--- config.mk ---
export PLATFORM = sky130hd
export DESIGN_NAME = address_offset_module
export DESIGN_NICKNAME = d
export VERILOG_FILES = /design/src/rtl/address_offset_module_pkg.sv /design/src/rtl/address_offset_module_operand.sv /design/src/rtl/address_offset_module.sv
export SDC_FILE = /design/constraint.sdc
export NUM_CORES = 1
export LEC_CHECK = 0
export BUFFER_PORTS_ARGS = -buffer_cell sky130_fd_sc_hd__clkbuf_2
export CORE_ASPECT_RATIO = 1.25
export CORE_MARGIN = 2
export CORE_UTILIZATION = 57
export CTS_CLUSTER_SIZE = 12
export DETAILED_ROUTE_END_ITERATION = 7
export MAX_ROUTING_LAYER = met4
export PLACE_DENSITY = 0.76
export SYNTH_ARGS = -nofsm -noshare
export SYNTH_HDL_FRONTEND = slang
export SYNTH_SLANG_ARGS = --single-unit
--- constraint.sdc ---
create_clock -name clock -period 3.61 [get_ports clock]
set_input_delay 0.361 -clock clock [delete_from_list [all_inputs] [get_ports clock]]
set_output_delay 0.361 -clock clock [all_outputs]
set_load 0.05 [all_outputs]
--- src/rtl/address_offset_module_pkg.sv ---
// Shared definitions for the per-thread address offset block:
// config word layout and thread-ID sizing.
package address_offset_module_pkg;

  typedef enum logic [2:0] {
    CFG_OFF_A = 3'd0,
    CFG_OFF_B = 3'd1,
    CFG_OFF_D = 3'd2,
    CFG_INC_A = 3'd3,
    CFG_INC_B = 3'd4,
    CFG_INC_D = 3'd5
  } cfg_word_e;

  localparam int CFG_WORD_COUNT = 6;

  function automatic int thread_width(input int count);
    return (count > 1) ? $clog2(count) : 1;
  endfunction

endpackage

--- src/rtl/address_offset_module_operand.sv ---
// One operand's per-thread offset/increment tables, shared-range decode,
// registered offset adder, and commit-increment vs config-write arbitration.
module aom_operand
  import address_offset_module_pkg::*;
#(
  parameter int ADDR_WIDTH        = 10,
  parameter int INC_WIDTH         = 4,
  parameter int WORD_WIDTH        = 36,
  parameter int THREAD_COUNT      = 8,
  parameter int SHARED_ADDR_BASE  = 1,
  parameter int SHARED_ADDR_COUNT = 4,
  parameter int THREAD_WIDTH      = thread_width(THREAD_COUNT)
) (
  input  logic                    clock,
  input  logic                    reset,
  input  logic [ADDR_WIDTH-1:0]   addr,
  input  logic [THREAD_WIDTH-1:0] issue_thread,
  input  logic                    commit_en,
  input  logic [THREAD_WIDTH-1:0] commit_thread,
  input  logic                    cfg_off_en,
  input  logic                    cfg_inc_en,
  input  logic [THREAD_WIDTH-1:0] cfg_thread,
  input  logic [WORD_WIDTH-1:0]   cfg_data,
  output logic [ADDR_WIDTH-1:0]   addr_offset,
  output logic                    shared
);

  logic [ADDR_WIDTH-1:0] offset_reg [THREAD_COUNT];
  logic [INC_WIDTH-1:0]  inc_reg    [THREAD_COUNT];
  logic [ADDR_WIDTH-1:0] inc_ext    [THREAD_COUNT];
  logic [31:0]           addr_ext;
  logic                  shared_next;
  logic [ADDR_WIDTH-1:0] addr_offset_next;
  logic                  unused_cfg_bits;

  assign addr_ext    = 32'(addr);
  assign shared_next = (addr_ext >= 32'(SHARED_ADDR_BASE)) &&
                       (addr_ext <  32'(SHARED_ADDR_BASE + SHARED_ADDR_COUNT));
  assign addr_offset_next = shared_next ? addr + offset_reg[issue_thread] : addr;
  assign unused_cfg_bits  = ^cfg_data[WORD_WIDTH-1:ADDR_WIDTH];

  genvar gi;
  generate
    for (gi = 0; gi < THREAD_COUNT; gi++) begin : g_inc_ext
      assign inc_ext[gi] = {{(ADDR_WIDTH-INC_WIDTH){inc_reg[gi][INC_WIDTH-1]}}, inc_reg[gi]};
    end
  endgenerate

  always_ff @(posedge clock) begin
    if (reset) begin
      addr_offset <= '0;
      shared      <= 1'b0;
    end else begin
      addr_offset <= addr_offset_next;
      shared      <= shared_next;
    end
  end

  // A config write to the same offset entry overrides a simultaneous increment.
  always_ff @(posedge clock) begin
    if (reset) begin
      for (int t = 0; t < THREAD_COUNT; t++) begin
        offset_reg[t] <= '0;
        inc_reg[t]    <= '0;
      end
    end else begin
      for (int t = 0; t < THREAD_COUNT; t++) begin
        if (cfg_off_en && cfg_thread == THREAD_WIDTH'(t))
          offset_reg[t] <= cfg_data[ADDR_WIDTH-1:0];
        else if (commit_en && commit_thread == THREAD_WIDTH'(t))
          offset_reg[t] <= offset_reg[t] + inc_ext[t];
        if (cfg_inc_en && cfg_thread == THREAD_WIDTH'(t))
          inc_reg[t] <= cfg_data[INC_WIDTH-1:0];
      end
    end
  end

endmodule

--- src/rtl/address_offset_module.sv ---
// Per-thread indirect addressing ahead of the Datapath: adds per-thread offsets to
// shared-range A/B/D addresses and post-increments them on committed instructions.
module address_offset_module
  import address_offset_module_pkg::*;
#(
  parameter int READ_ADDR_WIDTH   = 10,
  parameter int WRITE_ADDR_WIDTH  = 12,
  parameter int WORD_WIDTH        = 36,
  parameter int THREAD_COUNT      = 8,
  parameter int SHARED_ADDR_BASE  = 1,
  parameter int SHARED_ADDR_COUNT = 4,
  parameter int CFG_BASE_ADDR     = 1024,
  parameter int INC_WIDTH         = 4,
  parameter int COMMIT_LATENCY    = 2,
  parameter int WRITE_LATENCY     = 8,
  localparam int THREAD_WIDTH     = thread_width(THREAD_COUNT)
) (
  input  logic                        clock,
  input  logic                        reset,
  input  logic [READ_ADDR_WIDTH-1:0]  read_addr_A,
  input  logic [READ_ADDR_WIDTH-1:0]  read_addr_B,
  input  logic [WRITE_ADDR_WIDTH-1:0] write_addr_D,
  input  logic                        IO_ready,
  input  logic                        branch_cancel,
  input  logic [WRITE_ADDR_WIDTH-1:0] write_addr_Ra,
  input  logic [WORD_WIDTH-1:0]       Ra,
  output logic [READ_ADDR_WIDTH-1:0]  read_addr_A_offset,
  output logic [READ_ADDR_WIDTH-1:0]  read_addr_B_offset,
  output logic [WRITE_ADDR_WIDTH-1:0] write_addr_D_offset,
  output logic [THREAD_WIDTH-1:0]     thread
);

  logic [THREAD_WIDTH-1:0] thread_cnt_reg;
  logic [THREAD_WIDTH+2:0] commit_dl_reg [COMMIT_LATENCY];
  logic [THREAD_WIDTH-1:0] wthread_dl_reg [WRITE_LATENCY];
  logic                    shared_a, shared_b, shared_d;
  logic [THREAD_WIDTH-1:0] commit_thread;
  logic                    commit_sh_a, commit_sh_b, commit_sh_d;
  logic                    commit_ok;
  logic [THREAD_WIDTH-1:0] cfg_thread;
  logic [31:0]             ra_addr_ext;
  logic [31:0]             cfg_index;
  logic                    cfg_hit;
  logic [CFG_WORD_COUNT-1:0] cfg_en;

  always_ff @(posedge clock) begin
    if (reset) begin
      thread_cnt_reg <= '0;
      thread         <= '0;
    end else begin
      thread_cnt_reg <= (thread_cnt_reg == THREAD_WIDTH'(THREAD_COUNT - 1)) ?
                        '0 : thread_cnt_reg + THREAD_WIDTH'(1);
      thread         <= thread_cnt_reg;
    end
  end

  // Output-stage tags travel down these lines to meet their commit flags / writebacks.
  always_ff @(posedge clock) begin
    if (reset) begin
      for (int i = 0; i < COMMIT_LATENCY; i++) commit_dl_reg[i]  <= '0;
      for (int i = 0; i < WRITE_LATENCY; i++)  wthread_dl_reg[i] <= '0;
    end else begin
      commit_dl_reg[0]  <= {thread, shared_d, shared_b, shared_a};
      wthread_dl_reg[0] <= thread;
      for (int i = 1; i < COMMIT_LATENCY; i++) commit_dl_reg[i]  <= commit_dl_reg[i-1];
      for (int i = 1; i < WRITE_LATENCY; i++)  wthread_dl_reg[i] <= wthread_dl_reg[i-1];
    end
  end

  assign {commit_thread, commit_sh_d, commit_sh_b, commit_sh_a} = commit_dl_reg[COMMIT_LATENCY-1];
  assign commit_ok  = IO_ready & ~branch_cancel;
  assign cfg_thread = wthread_dl_reg[WRITE_LATENCY-1];

  assign ra_addr_ext = 32'(write_addr_Ra);
  assign cfg_index   = ra_addr_ext - 32'(CFG_BASE_ADDR);
  assign cfg_hit     = (ra_addr_ext >= 32'(CFG_BASE_ADDR)) && (cfg_index < 32'(CFG_WORD_COUNT));

  genvar gi;
  generate
    for (gi = 0; gi < CFG_WORD_COUNT; gi++) begin : g_cfg_decode
      assign cfg_en[gi] = cfg_hit && (cfg_index == 32'(gi));
    end
  endgenerate

  aom_operand #(
    .ADDR_WIDTH(READ_ADDR_WIDTH), .INC_WIDTH(INC_WIDTH), .WORD_WIDTH(WORD_WIDTH),
    .THREAD_COUNT(THREAD_COUNT), .SHARED_ADDR_BASE(SHARED_ADDR_BASE),
    .SHARED_ADDR_COUNT(SHARED_ADDR_COUNT), .THREAD_WIDTH(THREAD_WIDTH)
  ) u_operand_a (
    .clock(clock), .reset(reset), .addr(read_addr_A), .issue_thread(thread_cnt_reg),
    .commit_en(commit_ok & commit_sh_a), .commit_thread(commit_thread),
    .cfg_off_en(cfg_en[CFG_OFF_A]), .cfg_inc_en(cfg_en[CFG_INC_A]),
    .cfg_thread(cfg_thread), .cfg_data(Ra),
    .addr_offset(read_addr_A_offset), .shared(shared_a)
  );

  aom_operand #(
    .ADDR_WIDTH(READ_ADDR_WIDTH), .INC_WIDTH(INC_WIDTH), .WORD_WIDTH(WORD_WIDTH),
    .THREAD_COUNT(THREAD_COUNT), .SHARED_ADDR_BASE(SHARED_ADDR_BASE),
    .SHARED_ADDR_COUNT(SHARED_ADDR_COUNT), .THREAD_WIDTH(THREAD_WIDTH)
  ) u_operand_b (
    .clock(clock), .reset(reset), .addr(read_addr_B), .issue_thread(thread_cnt_reg),
    .commit_en(commit_ok & commit_sh_b), .commit_thread(commit_thread),
    .cfg_off_en(cfg_en[CFG_OFF_B]), .cfg_inc_en(cfg_en[CFG_INC_B]),
    .cfg_thread(cfg_thread), .cfg_data(Ra),
    .addr_offset(read_addr_B_offset), .shared(shared_b)
  );

  aom_operand #(
    .ADDR_WIDTH(WRITE_ADDR_WIDTH), .INC_WIDTH(INC_WIDTH), .WORD_WIDTH(WORD_WIDTH),
    .THREAD_COUNT(THREAD_COUNT), .SHARED_ADDR_BASE(SHARED_ADDR_BASE),
    .SHARED_ADDR_COUNT(SHARED_ADDR_COUNT), .THREAD_WIDTH(THREAD_WIDTH)
  ) u_operand_d (
    .clock(clock), .reset(reset), .addr(write_addr_D), .issue_thread(thread_cnt_reg),
    .commit_en(commit_ok & commit_sh_d), .commit_thread(commit_thread),
    .cfg_off_en(cfg_en[CFG_OFF_D]), .cfg_inc_en(cfg_en[CFG_INC_D]),
    .cfg_thread(cfg_thread), .cfg_data(Ra),
    .addr_offset(write_addr_D_offset), .shared(shared_d)
  );

endmodule

==> results.toml, run 1 <==
[run_status]
outcome = "completed"

[clocking]
htreeDepth = 2
path_clk_slew_ps = 60
tritoncts = "yes"
insertion_delay_ps = 620
cts_sinks = 423
clockBufferDepth = 3
cts_root_buf = "clkbuf_16"
cts_buffers = 47

[cells_and_area]
n_fill_cell = 3950
syn2layout_area_growth_pct = 10.49
fin_nets = 3391
regArea_mm2 = 0.01200
multiInputGateArea_mm2 = 0.01636
utilization_pct = 63.88
drive_above_1_share_pct = 12.04
largest_reg_flops = 96

[synth]
syn_area_mm2 = 0.02921
async_reset_ff_share_pct = 0
postSynthAreaPerCell_um2 = 10.08
ys_warn_count = 0
syn_nets = 3271
synthCells = 2897
synth-edff-count = 352
synthDistinctLibCells = 69
synthFlopType = "edfxtp_1"
synth_seq_cells = 423
yosysSeqAreaShare_pct = 41.05

[critical_path]
required_ps = 4080
cp_cell_sequence = "buf_12, buf_4, mux4_2, mux2_2, fa_1, a21o_1, a21oi_1, o21ai_0, o41ai_2, xnor2_1, a21oi_1, nor2_1"
end_kind = "flop"
reg2regPathDepth = 12
cp_slowest_cell = "mux4_2"
path_class = "reg2reg"
crit_path_max_fanout = 9
cpMostUsedCell = "a21oi_1"
r2r_start = "thread_cnt_reg[0]"
critPathBufInv = 2
worstSetupStartpointType = "flop"
crit_path_max_incr_delay_ps = 540
reg2reg_slack_ps = 130
regToRegEndpoint = "u_operand_a.addr_offset[8]"
crit_family = "compound AO/OA/AOI/OAI gates"
arrival_ps = 3940

[sta]
final.setup.tns_ps = 0
max_freq_mhz = 287.7
timing.hold.ws_ps = 24.47
skew_ps = 33.83
rsz0062_at_grt = "yes"
fin_ws_ps = 134.7
tightestPinTransition_ps = 1286
finalHoldViolCount = 0
finalSetupViolCount = 0
timing.slew.headroom_pct = 13.87
fin_crit_sh_pct = 96.27
finalCriticalPeriod_ps = 3475
report.final.slew_viol_count = 0

[pwr]
power_density_mw_per_mm2 = 402.3
p_leak_uw = 0.01282
irDropWorstVdd_mv = 0.3729

[global_route]
grtUsageTotal_pct = 34.25
grt_overflow = 0
grt_pass1_wl_mm = 133.9
antenna_found_initial = 4
grt_max_degree = 94
grt_pass1_vias = 23610

[floorplanning]
initial_utilization_pct = 57.81
die_height_um = 257.1
fp.dieW_um = 206.5
boundaryPins = 119
die_area_mm2 = 0.05309
core_area_mm2 = 0.05053
placementRows = 92

[min_path]
hold_start = "read_addr_B[6]"
hold_path_class = "in2reg"
min_to = "u_operand_b.addr_offset[6]"
min_delay_path_depth = 3

[detailed_routing]
drtPass1Iterations = 6
vias = 23580
viasPerCell = 6.343
wl_mm = 88.00
wl_per_cell_um = 23.68
post-route-drc-count = 0
antenna_left = 0
drtIter0Drc = 2032

[placed_design]
hpwlAfterDp_mm = 65.90
dpl_worst_slack_ps = 87.24
gp_congestion = 0.9809
io_buffer_count = 94

[job]
max_cap_viol_count = 0
[report_power, final]
group	switching [uW]	total (uW)	internal (uW)	leakage [uW]
combinational	1410	2480	1070	0.00794
clock	2110	4810	2710	0.000724
sequential	191	5690	5500	0.00416
[per-layer routing]
layer	track usage [%]	vias to the layer above	share of wire, %
li1	-	10840	-
met1	39.93	11450	37
met2	55.68	956	48
met3	5.864	325	7.4
met4	19.50	0	6.9
met5	-	-	0
[tightest hold or removal path: stages]
cell and delay (ps):
clkbuf_2 120, a21oi_1 50, nor2_1 70
[cell type report]
cell class                 count  share of cell area (%)
sequential                   423                   37.17
multi-input combinational   2252                   50.68
antenna                        3                 0.02326
timing repair buffer         173                   3.566
tap                          658                   2.551
clock buffer                  65                   3.981
clock inverter                23                  0.6357
inverter                     120                   1.395
[per-stage QoR]
step	total power (uW)	instance area [um2]	cells
6_report	12990	32280	3717
2_1_floorplan	7489	29220	2897
5_1_grt	13440	32280	3717
4_1_cts	12950	32210	3712
3_3_place_gp	8113	30680	3620
3_5_place_dp	8205	30680	3620
[worst max-delay path by stage]
stage	start	endpoint	slack, ps	cells past startpoint
3_5_place_dp	thread_cnt_reg[0]	u_operand_d.addr_offset[11]	90	12
2_1_floorplan	thread_cnt_reg[0]	u_operand_a.addr_offset[8]	-40	13
4_1_cts	thread_cnt_reg[0]	u_operand_d.addr_offset[11]	50	12
5_1_grt	thread_cnt_reg[0]	u_operand_d.addr_offset[9]	-50	11
3_3_place_gp	thread_cnt_reg[0]	u_operand_d.addr_offset[8]	80	11
6_report	thread_cnt_reg[0]	u_operand_a.addr_offset[8]	130	12
[cell usage after synthesis (5+ instances only)]
cell | n | area share, %
buf_2 | 10 | 0.17
clkbuf_1 | 80 | 1.0
nor2_1 | 322 | 4.1
nor4_1 | 11 | 0.24
o41ai_1 | 13 | 0.39
a31oi_1 | 13 | 0.28
nand4_1 | 8 | 0.17
ha_1 | 263 | 11
a21o_1 | 32 | 0.82
o211ai_1 | 16 | 0.41
nor3b_1 | 6 | 0.15
mux2_2 | 35 | 1.3
edfxtp_1 | 352 | 36
o21ai_0 | 321 | 5.5
xor2_1 | 106 | 3.2
nand3b_1 | 8 | 0.21
a21oi_1 | 138 | 2.4
nand2b_1 | 29 | 0.62
o21a_1 | 30 | 0.77
mux4_2 | 64 | 4.9
xnor2_1 | 122 | 3.7
o21ai_1 | 12 | 0.21
a22o_1 | 18 | 0.54
a211oi_1 | 23 | 0.59
inv_1 | 120 | 1.5
nand4b_1 | 5 | 0.15
and3_1 | 9 | 0.19
or3_1 | 20 | 0.43
buf_6 | 5 | 0.19
o21bai_1 | 18 | 0.46
nor3_1 | 43 | 0.74
a211o_1 | 6 | 0.18
o22ai_1 | 18 | 0.39
dfxtp_1 | 71 | 4.9
o211ai_2 | 6 | 0.26
and2_1 | 7 | 0.15
mux2i_1 | 44 | 1.5
nand2_1 | 259 | 3.3
nand3_1 | 67 | 1.1
fa_1 | 27 | 1.9
o31ai_1 | 9 | 0.23
nor2b_1 | 72 | 1.5
[cells in the final DEF (no fill, tap or decap), types with 9 or more instances in the layout]
cell type and instances:
buf_4 70, a21oi_1 138, and3_1 9, o41ai_1 10, inv_1 120, dfxtp_1 68, a31oi_1 13, a21o_1 32
xnor2_1 122, clkbuf_16 48, o21ai_1 16, fa_1 27, o31ai_1 9, nor4_1 10, o22ai_1 18, o211ai_1 16
xor2_1 106, nand2b_1 29, nor2_1 322, nor2b_1 72, nand3_1 67, clkbuf_2 93, a211oi_1 22, mux4_2 64
a22o_1 18, edfxtp_1 352, nor3_1 43, ha_1 263, mux2i_1 44, o21a_1 30, o21bai_1 18, mux2_2 35
or3_1 20, clkbuf_1 15, o21ai_0 317, nand2_1 259
[cells by family (layout without fill, tap and decap cells)]
group	after synthesis	count (layout)	synth area share, %
other	0	3	0
buffers and inverters	222	381	3.075
and+or+nand+nor	892	892	13.96
DFF	423	423	41.05
AOI/OAI and AO/OA	699	699	14.18
xor gates and xnor gates	228	228	6.835
muxes	143	143	7.790
adders and majority gates	290	290	13.11
[timing repair]
action	4_1_cts	5_1_grt
hold endpoints to repair	4	0
endpoints found under the setup margin	0	5
resized for setup	0	6
setup buffers	0	2
hold buffers	4	0
Note: power is estimated with default switching activity, not from simulation.
==> run 2: changes to the inputs <==
- ABC_AREA: default -> 1
- CORE_UTILIZATION: 57 -> 58
- PLACE_DENSITY: 0.76 -> 0.77
==> run 2 against run 1 <==
  * Synthesized cell count is 58% higher
  * First-iteration DRC count is 55% higher
  * Clock skew is 9.4 ps lower
  * Critical path depth is 2 higher
  * Sequential cell count stayed put
  * Sequential share of layout area is 4.1 points lower
  * Design area is 12% higher
  * Cell count is 47% higher
  * Largest cell class unchanged
==> results.toml, run 2 <==
[run_status]
outcome = "completed"

[synth]
synth_area_leaders = "edfxtp_1 (32%), nand2_1 (13%), ha_1 (9.9%), nor2_1 (7.4%), inv_1 (6.2%)"
synth.top_cell.area_share_pct = 31.90
synth-edff-count = 352
synth_seq_cells = 423
synthCells = 4588
yosys.area.top_type = "edfxtp_1"
yosysSeqAreaShare_pct = 36.19
async_reset_ff_share_pct = 0
syn_nets = 4962
ys_warn_count = 0
synthDistinctLibCells = 39
synth.top_cells.by_count = "nand2_1 (1159), nor2_1 (654), inv_1 (549)"
synthFlopType = "edfxtp_1"
postSynthAreaPerCell_um2 = 7.222
yosysMostFrequentCell = "nand2_1"
syn_area_mm2 = 0.03314

[critical_path]
worstSetupStartpointType = "flop"
r2r_start = "thread_cnt_reg[0]"
reg2regPathDepth = 14
critPathBufInv = 2
arrival_ps = 3720
regToRegEndpoint = "u_operand_b.addr_offset[8]"
path_class = "reg2reg"
cp_slowest_cell = "dfxtp_4"
required_ps = 4090
crit_path_max_fanout = 61
cp_cell_sequence = "buf_12, o21ai_0, o22ai_1, nor2_1, a31oi_1, ha_1, fa_1, nand3_1, nand2_1, nand4_1, nand3_1, nand2_1, o21ai_0, inv_1"
reg2reg_slack_ps = 370
crit_path_max_incr_delay_ps = 600
crit_family = "compound AO/OA/AOI/OAI gates"
end_kind = "flop"

[pwr]
power_density_mw_per_mm2 = 378.1
intPower_uw = 9479
switchingPower_uw = 4237
swShare_pct = 30.89
combPwrFrac_pct = 21.6
pwr-share-seq_pct = 41.3
clock_power_share_pct = 37.1
p_leak_uw = 0.01747
irDropWorstVdd_mv = 0.3169

[placed_design]
placed_cells_incl_taps = 5370
postPlaceCellArea_mm2 = 0.03464
gp_congestion = 1.004
io_buffer_count = 94
dpl_worst_slack_ps = 528.5
hpwlAfterDp_mm = 77.11

[clocking]
htreeDepth = 2
tritoncts = "yes"
path_clk_slew_ps = 60
cts_sinks = 423
cts_setup_buffers = 0
cts_buffers = 47
cts_root_buf = "clkbuf_16"
clockBufferDepth = 3
ctsResizeCount = 0
insertion_delay_ps = 610
postCtsHoldBufs = 2

[cells_and_area]
fin_nets = 5053
drive_above_1_share_pct = 6.233
final_common_cell = "nand2_1"
stdcell_area_mm2 = 0.03627
largest_reg_flops = 96
finalNonFillerCells = 5460
syn2layout_area_growth_pct = 9.466
final_cell_mix = "nand2_1 (1159), nor2_1 (654), inv_1 (546), nand3_1 (394), edfxtp_1 (352)"

[min_path]
hold_start = "read_addr_B[9]"
min_to = "u_operand_b.addr_offset[9]"
min_delay_path_depth = 3
hold_path_class = "in2reg"

[detailed_routing]
drtIter0Drc = 3144
wl_per_cell_um = 19.14
post-route-drc-count = 0
vias = 31900
drtPass1Iterations = 6
antenna_left = 0
viasPerCell = 5.842
wl_mm = 104.5

[floorplanning]
initial_utilization_pct = 58.84
fp.dieW_um = 217.8
core_area_mm2 = 0.05631
die_area_mm2 = 0.05907
die_height_um = 271.2
boundaryPins = 119
placementRows = 97

[sta]
report.final.slew_viol_count = 0
max_freq_mhz = 308.5
finalCriticalPeriod_ps = 3241
timing.slew.headroom_pct = 15.36
final.setup.tns_ps = 0
finalSetupViolCount = 0
skew_ps = 24.43
tightestPinTransition_ps = 1265
finalHoldViolCount = 0
fin_ws_ps = 369.0
rsz0062_at_grt = "no"
fin_crit_sh_pct = 89.78

[global_route]
grt_max_degree = 81
grt_pass1_vias = 30100
grt_pass1_wl_mm = 160.3
grtUsageTotal_pct = 35.95
grt_overflow = 0
antenna_found_initial = 1

[job]
max_cap_viol_count = 0
-- run 2: cell types whose count changed after synthesis, moves of 44 or more --
cell     before   now
mux2i_1      44     0
a21oi_1     138   267
nor2b_1      72     0
nand4_1       8    68
nor2_1      322   654
nand2_1     259  1159
xnor2_1     122    52
inv_1       120   549
nand3_1      67   394
mux4_2       64     0
-- run 2: cells by family (layout without fill, tap and decap cells) --
| kind of cell | Yosys count | in the layout | synth area share (%) |
|---|---|---|---|
| DFF | 423 | 423 | 36.19 |
| other | 0 | 1 | 0 |
| adders and majority gates | 290 | 290 | 11.56 |
| buffers and inverters | 691 | 820 | 8.035 |
| xor gates and xnor gates | 130 | 130 | 3.436 |
| and+or+nand+nor | 2343 | 2343 | 29.33 |
| AOI/OAI and AO/OA | 711 | 711 | 11.45 |
-- run 2: layout make-up --
class	count	area, um2
flip-flops and latches	423	12000
inverters	559	2106
repair buffers	174	1141
fillers	5052	20040
well taps	742	928.4
multi-input cells	3474	18490
clock buffers	71	1431
clock inverters	16	180.2
diodes	1	2.502
-- run 2: power by group through the flow --
stage	Combinational, uW	Clock, uW	Sequential, uW
after floorplan	2020	0	5750
after CTS	2890	5090	5660
after global routing	3280	5290	5680
after global placement	2820	0	5760
final	2960	5090	5670
after detailed placement	2870	0	5760
-- run 2: worst max-delay path by stage --
| stage | startpoint | endpoint | slack [ps] | cells past startpoint |
|---|---|---|---|---|
| 2_1_floorplan | thread_cnt_reg[1] | u_operand_d.addr_offset[6] | 930 | 15 |
| 3_3_place_gp | thread_cnt_reg[0] | u_operand_b.addr_offset[8] | 570 | 14 |
| 3_5_place_dp | thread_cnt_reg[0] | u_operand_b.addr_offset[7] | 530 | 15 |
| 4_1_cts | thread_cnt_reg[0] | u_operand_b.addr_offset[8] | 510 | 14 |
| 5_1_grt | thread_cnt_reg[0] | u_operand_b.addr_offset[8] | 160 | 14 |
| 6_report | thread_cnt_reg[0] | u_operand_b.addr_offset[8] | 370 | 14 |
-- run 2: layer usage --
metal	global-route usage, %	vias up	wire length, um
met5	-	-	0
met4	18.08	0	6012
met3	6.588	354	10540
met2	57.36	1437	48010
met1	43.66	14680	39950
li1	-	15430	-
-- run 2: worst register-to-register path, stage by stage, from the launching register on --
cell     delay, ps
dfxtp_4        600
buf_12         340
o21ai_0        170
o22ai_1        500
nor2_1          80
a31oi_1        170
ha_1           270
fa_1           280
nand3_1         90
nand2_1        140
nand4_1        130
nand3_1         90
nand2_1         50
o21ai_0        160
inv_1           60
-- run 2: stage by stage --
step	power (uW)	utilization (%)	hold slack, ps
final	13720	64.41	27.75
after global routing	14250	64.41	17.84
after CTS	13650	64.41	9.629
after detailed placement	8628	61.51	392.8
after global placement	8577	61.51	389.7
after floorplan	7772	-	388.3
